`config.mk`:
```
export PLATFORM = sky130hd
export DESIGN_NAME = pwm_drive_sequencer
export DESIGN_NICKNAME = d
export VERILOG_FILES = /design/src/rtl/pwm_drive_sequencer.sv
export SDC_FILE = /design/constraint.sdc
export NUM_CORES = 1
export LEC_CHECK = 0
export BUFFER_PORTS_ARGS = -buffer_cell sky130_fd_sc_hd__buf_2
export CAP_MARGIN = 20
export CORE_MARGIN = 10
export CORE_UTILIZATION = 65
export CTS_CLUSTER_SIZE = 40
export DETAILED_ROUTE_END_ITERATION = 7
export HOLD_SLACK_MARGIN = 0.12
export PLACE_DENSITY = 0.83
export SYNTH_ARGS = -nofsm -noshare
export SYNTH_HDL_FRONTEND = slang
export SYNTH_SLANG_ARGS = --single-unit
export TNS_END_PERCENT = 100
```
`constraint.sdc`:
```
create_clock -name clk -period 10.4 [get_ports clk]
set_input_delay 0.52 -clock clk [delete_from_list [all_inputs] [get_ports clk]]
set_output_delay 0.52 -clock clk [all_outputs]
set_load 0.02 [all_outputs]
```
`src/rtl/pwm_drive_sequencer.sv`:
```
// pwm_drive_sequencer: two-motor H-bridge PWM engine with slew limiting, reversal dead-time, timed moves and e-stop
//   clk, rst_n          system clock, asynchronous active-low reset
//   cmdValid/cmdReady   command handshake; cmdDutyA/B percent, cmdDirA/B (1 = forward), cmdPeriods (0 = hold)
//   estop               level-sensitive emergency stop
//   hbEnA/B             PWM enables; hbIn1/hbIn2 motor A pins, hbIn3/hbIn4 motor B pins
//   busy, cmdDone       timed command in progress / one-cycle expiry pulse
module pwm_drive_sequencer #(
    parameter int CLK_HZ           = 50_000_000,
    parameter int PWM_HZ           = 80,
    parameter int MAX_DUTY_PCT     = 80,
    parameter int RAMP_STEP        = 10,
    parameter int DEADTIME_PERIODS = 2
) (
    input  logic        clk,
    input  logic        rst_n,
    input  logic        cmdValid,
    output logic        cmdReady,
    input  logic [6:0]  cmdDutyA,
    input  logic [6:0]  cmdDutyB,
    input  logic        cmdDirA,
    input  logic        cmdDirB,
    input  logic [15:0] cmdPeriods,
    input  logic        estop,
    output logic        hbEnA,
    output logic        hbEnB,
    output logic        hbIn1,
    output logic        hbIn2,
    output logic        hbIn3,
    output logic        hbIn4,
    output logic        busy,
    output logic        cmdDone
);
    localparam int PERIOD = CLK_HZ / PWM_HZ;
    localparam int STEP   = PERIOD / 100;
    localparam int CW     = $clog2(PERIOD);
    localparam logic [6:0] MAX_DUTY = 7'(MAX_DUTY_PCT);
    localparam logic [6:0] RAMP     = RAMP_STEP >= 100 ? 7'd127 : 7'(RAMP_STEP);

    typedef enum logic [1:0] {IDLE, HOLD, ACTIVE} topState_t;
    typedef enum logic [1:0] {RUN, RAMP_DOWN, DEAD} motorState_t;

    topState_t       topState, topNext;
    logic [CW-1:0]   count;
    logic [15:0]     perCnt, perLen;
    logic            live, boundary, accept, expire;
    logic [1:0][6:0] cmdDuty;
    logic [1:0]      cmdDir, en, fwd, rev;

    // one slew step toward goal, never overshooting
    function automatic logic [6:0] rampTo(input logic [6:0] cur, input logic [6:0] goal);
        return cur < goal ? (goal - cur > RAMP ? cur + RAMP : goal)
                          : (cur - goal > RAMP ? cur - RAMP : goal);
    endfunction

    assign cmdDuty  = {cmdDutyB, cmdDutyA};
    assign cmdDir   = {cmdDirB, cmdDirA};
    assign boundary = count == CW'(PERIOD - 1);
    assign accept   = cmdValid && cmdReady;
    assign expire   = !estop && topState == ACTIVE && boundary && perCnt + 16'd1 == perLen;

    // live drops the cycle after estop (and stays low through reset) to gate the bridge pins
    always_ff @(posedge clk or negedge rst_n) begin
        if (!rst_n) begin
            count   <= '0;
            live    <= 1'b0;
            perCnt  <= '0;
            perLen  <= '0;
            cmdDone <= 1'b0;
        end else begin
            count   <= boundary ? '0 : count + 1'b1;
            live    <= !estop;
            perCnt  <= accept ? '0 : topState == ACTIVE && boundary ? perCnt + 16'd1 : perCnt;
            perLen  <= accept ? cmdPeriods : perLen;
            cmdDone <= expire;
        end
    end

    always_ff @(posedge clk or negedge rst_n) begin
        if (!rst_n) topState <= IDLE;
        else topState <= topNext;
    end

    always_comb begin
        topNext = topState;
        if (estop) topNext = IDLE;
        else if (accept) topNext = cmdPeriods == 16'd0 ? HOLD : ACTIVE;
        else if (expire) topNext = IDLE;
    end

    always_comb begin
        cmdReady = live && !estop && topState != ACTIVE;
        busy     = topState == ACTIVE;
    end

    for (genvar g = 0; g < 2; g++) begin : motor
        motorState_t state, stateNext;
        logic [6:0]  curDuty, tgt, nextDuty, eff;
        logic [15:0] deadCnt;
        logic        dir, pendDir, deadDone, reverse, enQ, drvFwd, drvRev;

        assign eff      = cmdDuty[g] > MAX_DUTY ? MAX_DUTY : cmdDuty[g];
        assign reverse  = cmdDir[g] != dir;
        assign deadDone = 32'(deadCnt) + 32'd1 >= 32'(DEADTIME_PERIODS);
        // internal target is 0 while reversing; the boundary that ends dead-time already ramps up
        assign nextDuty = rampTo(curDuty, (state == RUN || (state == DEAD && deadDone)) ? tgt : 7'd0);

        always_ff @(posedge clk or negedge rst_n) begin
            if (!rst_n) state <= RUN;
            else state <= stateNext;
        end

        always_comb begin
            stateNext = state;
            if (estop) stateNext = RUN;
            else if (accept && state == RUN) stateNext = reverse && curDuty != 7'd0 ? RAMP_DOWN : RUN;
            else if (accept && !reverse) stateNext = RUN;
            else if (boundary && state == RAMP_DOWN && nextDuty == 7'd0) stateNext = DEAD;
            else if (boundary && state == DEAD && deadDone) stateNext = RUN;
        end

        always_comb begin
            drvFwd = live && state != DEAD && dir;
            drvRev = live && state != DEAD && !dir;
        end

        always_ff @(posedge clk or negedge rst_n) begin
            if (!rst_n) begin
                curDuty <= '0;
                tgt     <= '0;
                dir     <= 1'b1;
                pendDir <= 1'b1;
                deadCnt <= '0;
                enQ     <= 1'b0;
            end else if (estop) begin
                curDuty <= '0;
                tgt     <= '0;
                deadCnt <= '0;
                enQ     <= 1'b0;
            end else begin
                curDuty <= boundary ? nextDuty : curDuty;
                tgt     <= accept ? eff : expire ? 7'd0 : tgt;
                pendDir <= accept ? cmdDir[g] : pendDir;
                // direction changes on an idle-motor reversal, or when leaving RAMP_DOWN/DEAD for RUN
                if (state == RUN ? accept && reverse && curDuty == 7'd0 : stateNext == RUN)
                    dir <= accept ? cmdDir[g] : pendDir;
                deadCnt <= state != DEAD ? '0 : boundary ? deadCnt + 16'd1 : deadCnt;
                enQ     <= 32'(count) < 32'(STEP) * 32'(curDuty);
            end
        end

        assign en[g]  = enQ;
        assign fwd[g] = drvFwd;
        assign rev[g] = drvRev;
    end

    assign hbEnA = en[0];
    assign hbEnB = en[1];
    assign hbIn1 = rev[0];
    assign hbIn2 = fwd[0];
    assign hbIn3 = fwd[1];
    assign hbIn4 = rev[1];
endmodule
```
==> reports/results.ini, run 1 <==
[setup_path]
cp_top_family=compound AO/OA/AOI/OAI gates
path_max_fanout=9
crit_path_max_incr_delay_ns=0.57
cp.required_ns=10.69
cp_slowest_cell=dfrtp_1
crit_chain=inv_1, ha_1, ha_1, inv_1, fa_1, inv_1, ha_1, ha_1, a21oi_1, o21bai_1, a21oi_1, o21bai_1, a21oi_1, o21bai_1, a2111o_1, a31o_2, a21oi_1, xor2_1, ha_1, a21o_1, a211o_1, o41ai_1
cpMostUsedCell=ha_1
end_kind=flip-flop
r2r_cells=22
cp_num_cells=22
path_class=flip-flop to flip-flop
worst_setup_path_start_kind=flip-flop
crit_buf_inv=3
crit_arrival_ns=6.38

[layout]
area_growth_pct=7.78
layout-drive-gt1-share_pct=8.27
final_cells=1656
layout.nets=1653
fin_area_um2=13000
post-route-util_pct=71.8
fillers=1366

[synthesis]
synth_most_common_cell=ha_1
yosysTopAreaCell=dfrtp_1
synth.avg_cell_area_um2=8.65
ys_top_cells_by_area=dfrtp_1 (25%), ha_1 (19%), xor2_1 (4.5%)
synth_nets=1632
ys_types=92
yosys.area.top_type_share_pct=25.3
synthCells=1393
synth.yosys.seq_area_share_pct=26.2
synthesis.area_um2=12100
synth_seq_cells=126
yosys_warnings=0
synth_edf_count=0
synth_ff_type=dfrtp_1
async_flop_share_pct=100
synthTopCellsByCount=ha_1 (185), nand2_1 (141), dfrtp_1 (122), inv_1 (119), nor2_1 (112)

[timing]
fin_skew_ns=0.0153
tns_ns=0
setup_viol=0
final-hold-violation-count=0
report.final.slew_viol_count=0
fmax_mhz=164
fin_crit_sh_pct=58.5
fin_crit_ns=6.09
worst_pin_slew_ns=1.04
relSlewSlack_pct=30.4
rsz0062_at_grt=false
setup_ws_ns=4.31

[floorplanning]
die-area_um2=24400
start_util_pct=66.6
num_rows=49
core_um2=18100
die-height_um=156
fp.dieW_um=156
boundaryPins=45

[routing]
vias=10300
viasPerCell=6.23
drc=0
routed_wl_um=29100
drt-initial-drc-count=825
firstDrtPassIters=5
antenna_left=0
wire_per_inst_um=17.6

[clock_tree]
clkSlewWorstSetupHoldPaths_ns=0.07
htree_levels=4
cts_made_buffers=17
postCtsResizedCells=0
cts.sinks=126
cts_hold_buf=0
cts_buffer_depth=2
clockRootBuffer=clkbuf_16
cts_tree=done
clkLatencyLatePin_ns=0.43
postCtsSetupBuffers=0

[global_route]
antenna_found_initial=1
grt_use_total_pct=23.9
grt_first_pass_wirelength_um=48600
grt_max_degree=77
grt_pass1_vias=10100
grt-ovfl-total=0

[power]
power.switching_fraction_pct=29.0
power_density_nw_per_um2=103
leakage_nw=6.40
p_clk_share_pct=44.7
power_switching_uw=389
internal_power_uw=953
seq_power_share_pct=39.8
irDropWorstVdd_v=0.000148
comb_power_share_pct=15.6

[placement]
placed_area_um2=12400
dpl_worst_slack_ns=4.40
portBuffers=44
dp_cells=1623
dp_hpwl_um=21600
gp_congestion=0.884

[outcome]
status=finished clean

[job]
drv_cap=0

[hold_path]
min_path_type=input port to asynchronous set/reset pin

==> power by group through the flow <==
| stage | Combinational, mW | Clock [mW] | Sequential (mW) |
|---|---|---|---|
| after CTS | 0.206 | 0.601 | 0.533 |
| final | 0.209 | 0.599 | 0.534 |
| after global placement | 0.198 | 0 | 0.541 |
| after detailed placement | 0.204 | 0 | 0.542 |
| after global routing | 0.229 | 0.623 | 0.536 |
| after floorplan | 0.148 | 0 | 0.536 |
==> placed cells by master, fill, tap and decap left out, types with 28 or more instances in the layout <==
cell type,count
ha_1,185
buf_2,43
inv_1,119
nand3_1,42
a21o_1,28
nor3_1,28
a21oi_1,62
xor2_1,62
nand2_1,141
xnor2_1,56
o21ai_0,54
dfrtp_1,122
nor2_1,112
==> area by class of cell <==
class                      count  area, um^2  share of cell area, %
clock inverter                14         161                   1.24
inverter                     120         450                   3.47
multi-input combinational   1100        8240                   63.4
antenna                        1        2.50                 0.0193
clock buffer                  17         425                   3.27
tap                          229         287                   2.21
timing repair buffer          49         264                   2.03
sequential                   126        3160                   24.3
==> state kept, by name (all words and copies together) (netlist names), 4 cells and up <==
signal / flops
motor.deadCnt: 32
count: 20
perCnt: 16
perLen: 16
motor.curDuty: 14
motor.tgt: 14
motor.state: 4
==> per-layer routing <==
| metal | up-vias | GRT usage [%] | part of all wire, % |
|---|---|---|---|
| met5 | - | 0 | 0 |
| met4 | 0 | 7.69 | 2.1 |
| met3 | 54 | 3.72 | 4.7 |
| met2 | 321 | 40.5 | 49 |
| met1 | 4957 | 30.6 | 44 |
| li1 | 4979 | - | - |
==> final timing paths <==
kind	startpoint	endpoint	slack [ns]
worst max-delay path	motor[1].curDuty[1]	hbEnB	4.31
worst min-delay path	rst_n	motor[1].curDuty[3]	0.13
worst max register to register	motor[1].curDuty[1]	hbEnB	4.31
worst min register to register	perLen[5]	perLen[5]	0.49
max in group asynchronous	rst_n	motor[0].tgt[5]	8.79
min in group clk	cmdPeriods[12]	perLen[12]	0.30
==> logic make-up (layout without fill, tap and decap cells) <==
family | after synthesis | after routing | synth area share [%]
simple gates | 480 | 480 | 20.1
flops | 126 | 126 | 26.2
compound gates | 292 | 292 | 16.9
other cells | 0 | 1 | 0
mux | 7 | 7 | 0.612
xor+xnor | 118 | 118 | 8.57
buf+inv | 167 | 200 | 5.47
fa+ha+maj | 203 | 203 | 22.2
==> metrics by stage <==
step	power [mW]	hold WS (ns)
detailed placement	0.746	0.473
floorplan	0.684	0.224
finish	1.34	0.132
global route	1.39	0.179
CTS	1.34	0.152
global placement	0.739	0.459
Power figures use the tool's default switching activity.
==> inputs of run 2 (changes only) <==
--- a/config.mk
+++ b/config.mk
@@ -8,11 +8,11 @@
 export BUFFER_PORTS_ARGS = -buffer_cell sky130_fd_sc_hd__buf_2
 export CAP_MARGIN = 20
 export CORE_MARGIN = 10
-export CORE_UTILIZATION = 65
+export CORE_UTILIZATION = 64
 export CTS_CLUSTER_SIZE = 40
 export DETAILED_ROUTE_END_ITERATION = 7
 export HOLD_SLACK_MARGIN = 0.12
-export PLACE_DENSITY = 0.83
+export PLACE_DENSITY = 0.82
 export SYNTH_ARGS = -nofsm -noshare
 export SYNTH_HDL_FRONTEND = slang
 export SYNTH_SLANG_ARGS = --single-unit
==> constraint.sdc (replaced) <==
create_clock -name clk -period 6.3 [get_ports clk]
set_input_delay 0.315 -clock clk [delete_from_list [all_inputs] [get_ports clk]]
set_output_delay 0.315 -clock clk [all_outputs]
set_load 0.02 [all_outputs]
==> reports/results.ini, run 2 (same netlist as run 1, synthesis figures left out) <==
[routing]
drc=0  ; unchanged
vias=10400  ; +1.3%
viasPerCell=6.18  ; -0.68%
wire_per_inst_um=17.2  ; -2.2%
antenna_left=0  ; unchanged
firstDrtPassIters=5  ; unchanged
routed_wl_um=29000  ; -0.25%
drt-initial-drc-count=798  ; -3.3%

[layout]
post-route-util_pct=71.2  ; -0.66 points
final_common_cell=ha_1
largest_reg_flops=32  ; unchanged
area_growth_pct=10.1
top_regs=motor.deadCnt x32, count x20
layout.nets=1680  ; +1.6%
most-common-layout-cells=ha_1 (185), nand2_1 (141), dfrtp_1 (122)
layout-drive-gt1-share_pct=8.87  ; +0.60 points
top_register=motor.deadCnt
fin_area_um2=13300  ; +2.1%

[setup_path]
crit_chain=ha_1, and4_1, o2111ai_1, a211oi_1, a41oi_1, a2111oi_1, a31oi_1, and2_1, inv_1, ha_1, inv_1, fa_1, a21o_1, a21oi_1, o21ai_0, a21o_1, nand4_1, nand3_1, o21ai_1, o22ai_1, nor4b_1, nand4_1, nor3b_1
path_class=flip-flop to flip-flop
cp.required_ns=6.61  ; -4.08 ns
crit_buf_inv=2  ; -1
cp_top_family=compound AO/OA/AOI/OAI gates
crit_arrival_ns=6.15  ; -0.23 ns
path_max_fanout=9  ; unchanged
cp_slowest_cell=a2111oi_1
worst_setup_path_start_kind=flip-flop
end_kind=flip-flop
crit_path_max_incr_delay_ns=0.52  ; -0.05 ns

[clock_tree]
clkLatencyLatePin_ns=0.44  ; about the same
cts_buffer_depth=2  ; unchanged
clkSlewWorstSetupHoldPaths_ns=0.07  ; about the same
cts_made_buffers=17  ; unchanged
htree_levels=4  ; unchanged
postCtsSetupBuffers=0  ; unchanged
clockRootBuffer=clkbuf_16
cts.sinks=126  ; unchanged
cts_tree=done

[timing]
setup_viol=0  ; unchanged
report.final.slew_viol_count=0  ; unchanged
fin_crit_ns=5.84  ; -0.244 ns
rsz0062_at_grt=false
relSlewSlack_pct=48.7  ; +18 points
worst_pin_slew_ns=0.770  ; -0.274 ns
tns_ns=0  ; unchanged
fmax_mhz=171  ; +4.2%
fin_crit_sh_pct=92.7  ; +34 points
final-hold-violation-count=0  ; unchanged
fin_skew_ns=0.0199  ; +0.00456 ns
whs_ns=0.124  ; -0.00752 ns

[power]
power_density_nw_per_um2=166  ; +61%
seq_power_share_pct=39.8  ; about the same
leakage_nw=6.53  ; +2.0%
power_switching_uw=684  ; +76%
p_clk_share_pct=43.6  ; -1.1 points
power.switching_fraction_pct=31.0  ; +2.0 points
internal_power_mw=1.52  ; +60%
comb_power_share_pct=16.5  ; +0.9 points
irDropWorstVdd_v=0.000188  ; +26%

[floorplanning]
die-height_um=157  ; +0.68%
boundaryPins=45  ; unchanged
die-area_um2=24700  ; +1.4%
fp.dieW_um=157  ; +0.68%
core_um2=18600  ; +3.1%
num_rows=50  ; +2.0%
start_util_pct=64.7  ; -2.0 points

[global_route]
grt_max_degree=83  ; +7.8%
antenna_found_initial=0  ; -1
grt_use_total_pct=23.9  ; about the same
grt_first_pass_wirelength_um=49000  ; +0.85%
grt_pass1_vias=10300  ; +1.1%
grt-ovfl-total=0  ; unchanged

[outcome]
status=finished clean

[placement]
portBuffers=44  ; unchanged
placed_area_um2=12500  ; +0.56%
gp_congestion=0.931  ; +5.3%
dp_hpwl_um=21200  ; -1.8%

[job]
drv_cap=0  ; unchanged

[hold_path]
min_path_type=input port to flip-flop

## run 2: power by group through the flow
stage / combinational [mW] / sequential, mW / clock (mW)
after floorplan: 0.244 / 0.885 / 0
after global placement: 0.332 / 0.893 / 0
after detailed placement: 0.341 / 0.894 / 0
after CTS: 0.353 / 0.879 / 0.968
after global routing: 0.402 / 0.883 / 1.01
final: 0.365 / 0.880 / 0.964
## run 2: routing by layer
layer	global-route usage, %	vias up	share of wire, %
met2	39.8	379	48
met5	0	-	0
met3	3.88	74	6.0
met1	30.5	4963	43
met4	8.86	0	2.6
li1	-	5029	-
## run 2: worst register-to-register path: stages, from the launching register on
cell and delay, ns:
dfrtp_1 0.42, ha_1 0.25, and4_1 0.36, o2111ai_1 0.15, a211oi_1 0.26, a41oi_1 0.08, a2111oi_1 0.52, a31oi_1 0.35
and2_1 0.30, inv_1 0.06, ha_1 0.15, inv_1 0.06, fa_1 0.39, a21o_1 0.22, a21oi_1 0.18, o21ai_0 0.13
a21o_1 0.20, nand4_1 0.12, nand3_1 0.29, o21ai_1 0.42, o22ai_1 0.17, nor4b_1 0.27, nand4_1 0.18, nor3b_1 0.19
## run 2: layout make-up
| class | count | area [um^2] |
|---|---|---|
| Antenna cell | 1 | 2.50 |
| Sequential cell | 126 | 3160 |
| Fill cell | 1386 | 5380 |
| Tap cell | 234 | 293 |
| Multi-Input combinational cell | 1100 | 8270 |
| Timing Repair Buffer | 76 | 518 |
| Clock buffer | 17 | 425 |
| Clock inverter | 15 | 149 |
| Inverter | 120 | 450 |
## run 2: final timing paths
| kind | cells after the start | startpoint | slack [ns] | endpoint |
|---|---|---|---|---|
| setup / recovery | 23 | motor[1].deadCnt[0] | 0.46 | motor[1].state[0] |
| hold / removal | 2 | cmdDutyB[1] | 0.12 | motor[1].tgt[1] |
| setup reg to reg | 23 | motor[1].deadCnt[0] | 0.46 | motor[1].state[0] |
| hold reg to reg | 2 | motor[1].pendDir | 0.47 | motor[1].pendDir |
| max in group asynchronous | 3 | rst_n | 4.73 | motor[1].deadCnt[14] |
| min in group asynchronous | 2 | rst_n | 0.49 | hbEnA |
## run 2: per-stage QoR
stage | total power, mW | instances | setup slack (ns)
2_1_floorplan | 1.13 | 1393 | 0.917
3_3_place_gp | 1.23 | 1636 | 0.635
3_5_place_dp | 1.23 | 1636 | 0.423
4_1_cts | 2.20 | 1687 | 0.369
5_1_grt | 2.30 | 1688 | 0.00293
6_report | 2.21 | 1689 | 0.458
## run 2: what timing repair did
item                                    CTS  global route
hold endpoints to repair                 95             0
resized for setup                         0             5
endpoints found under the setup margin    0             3
hold buffers                             19             0
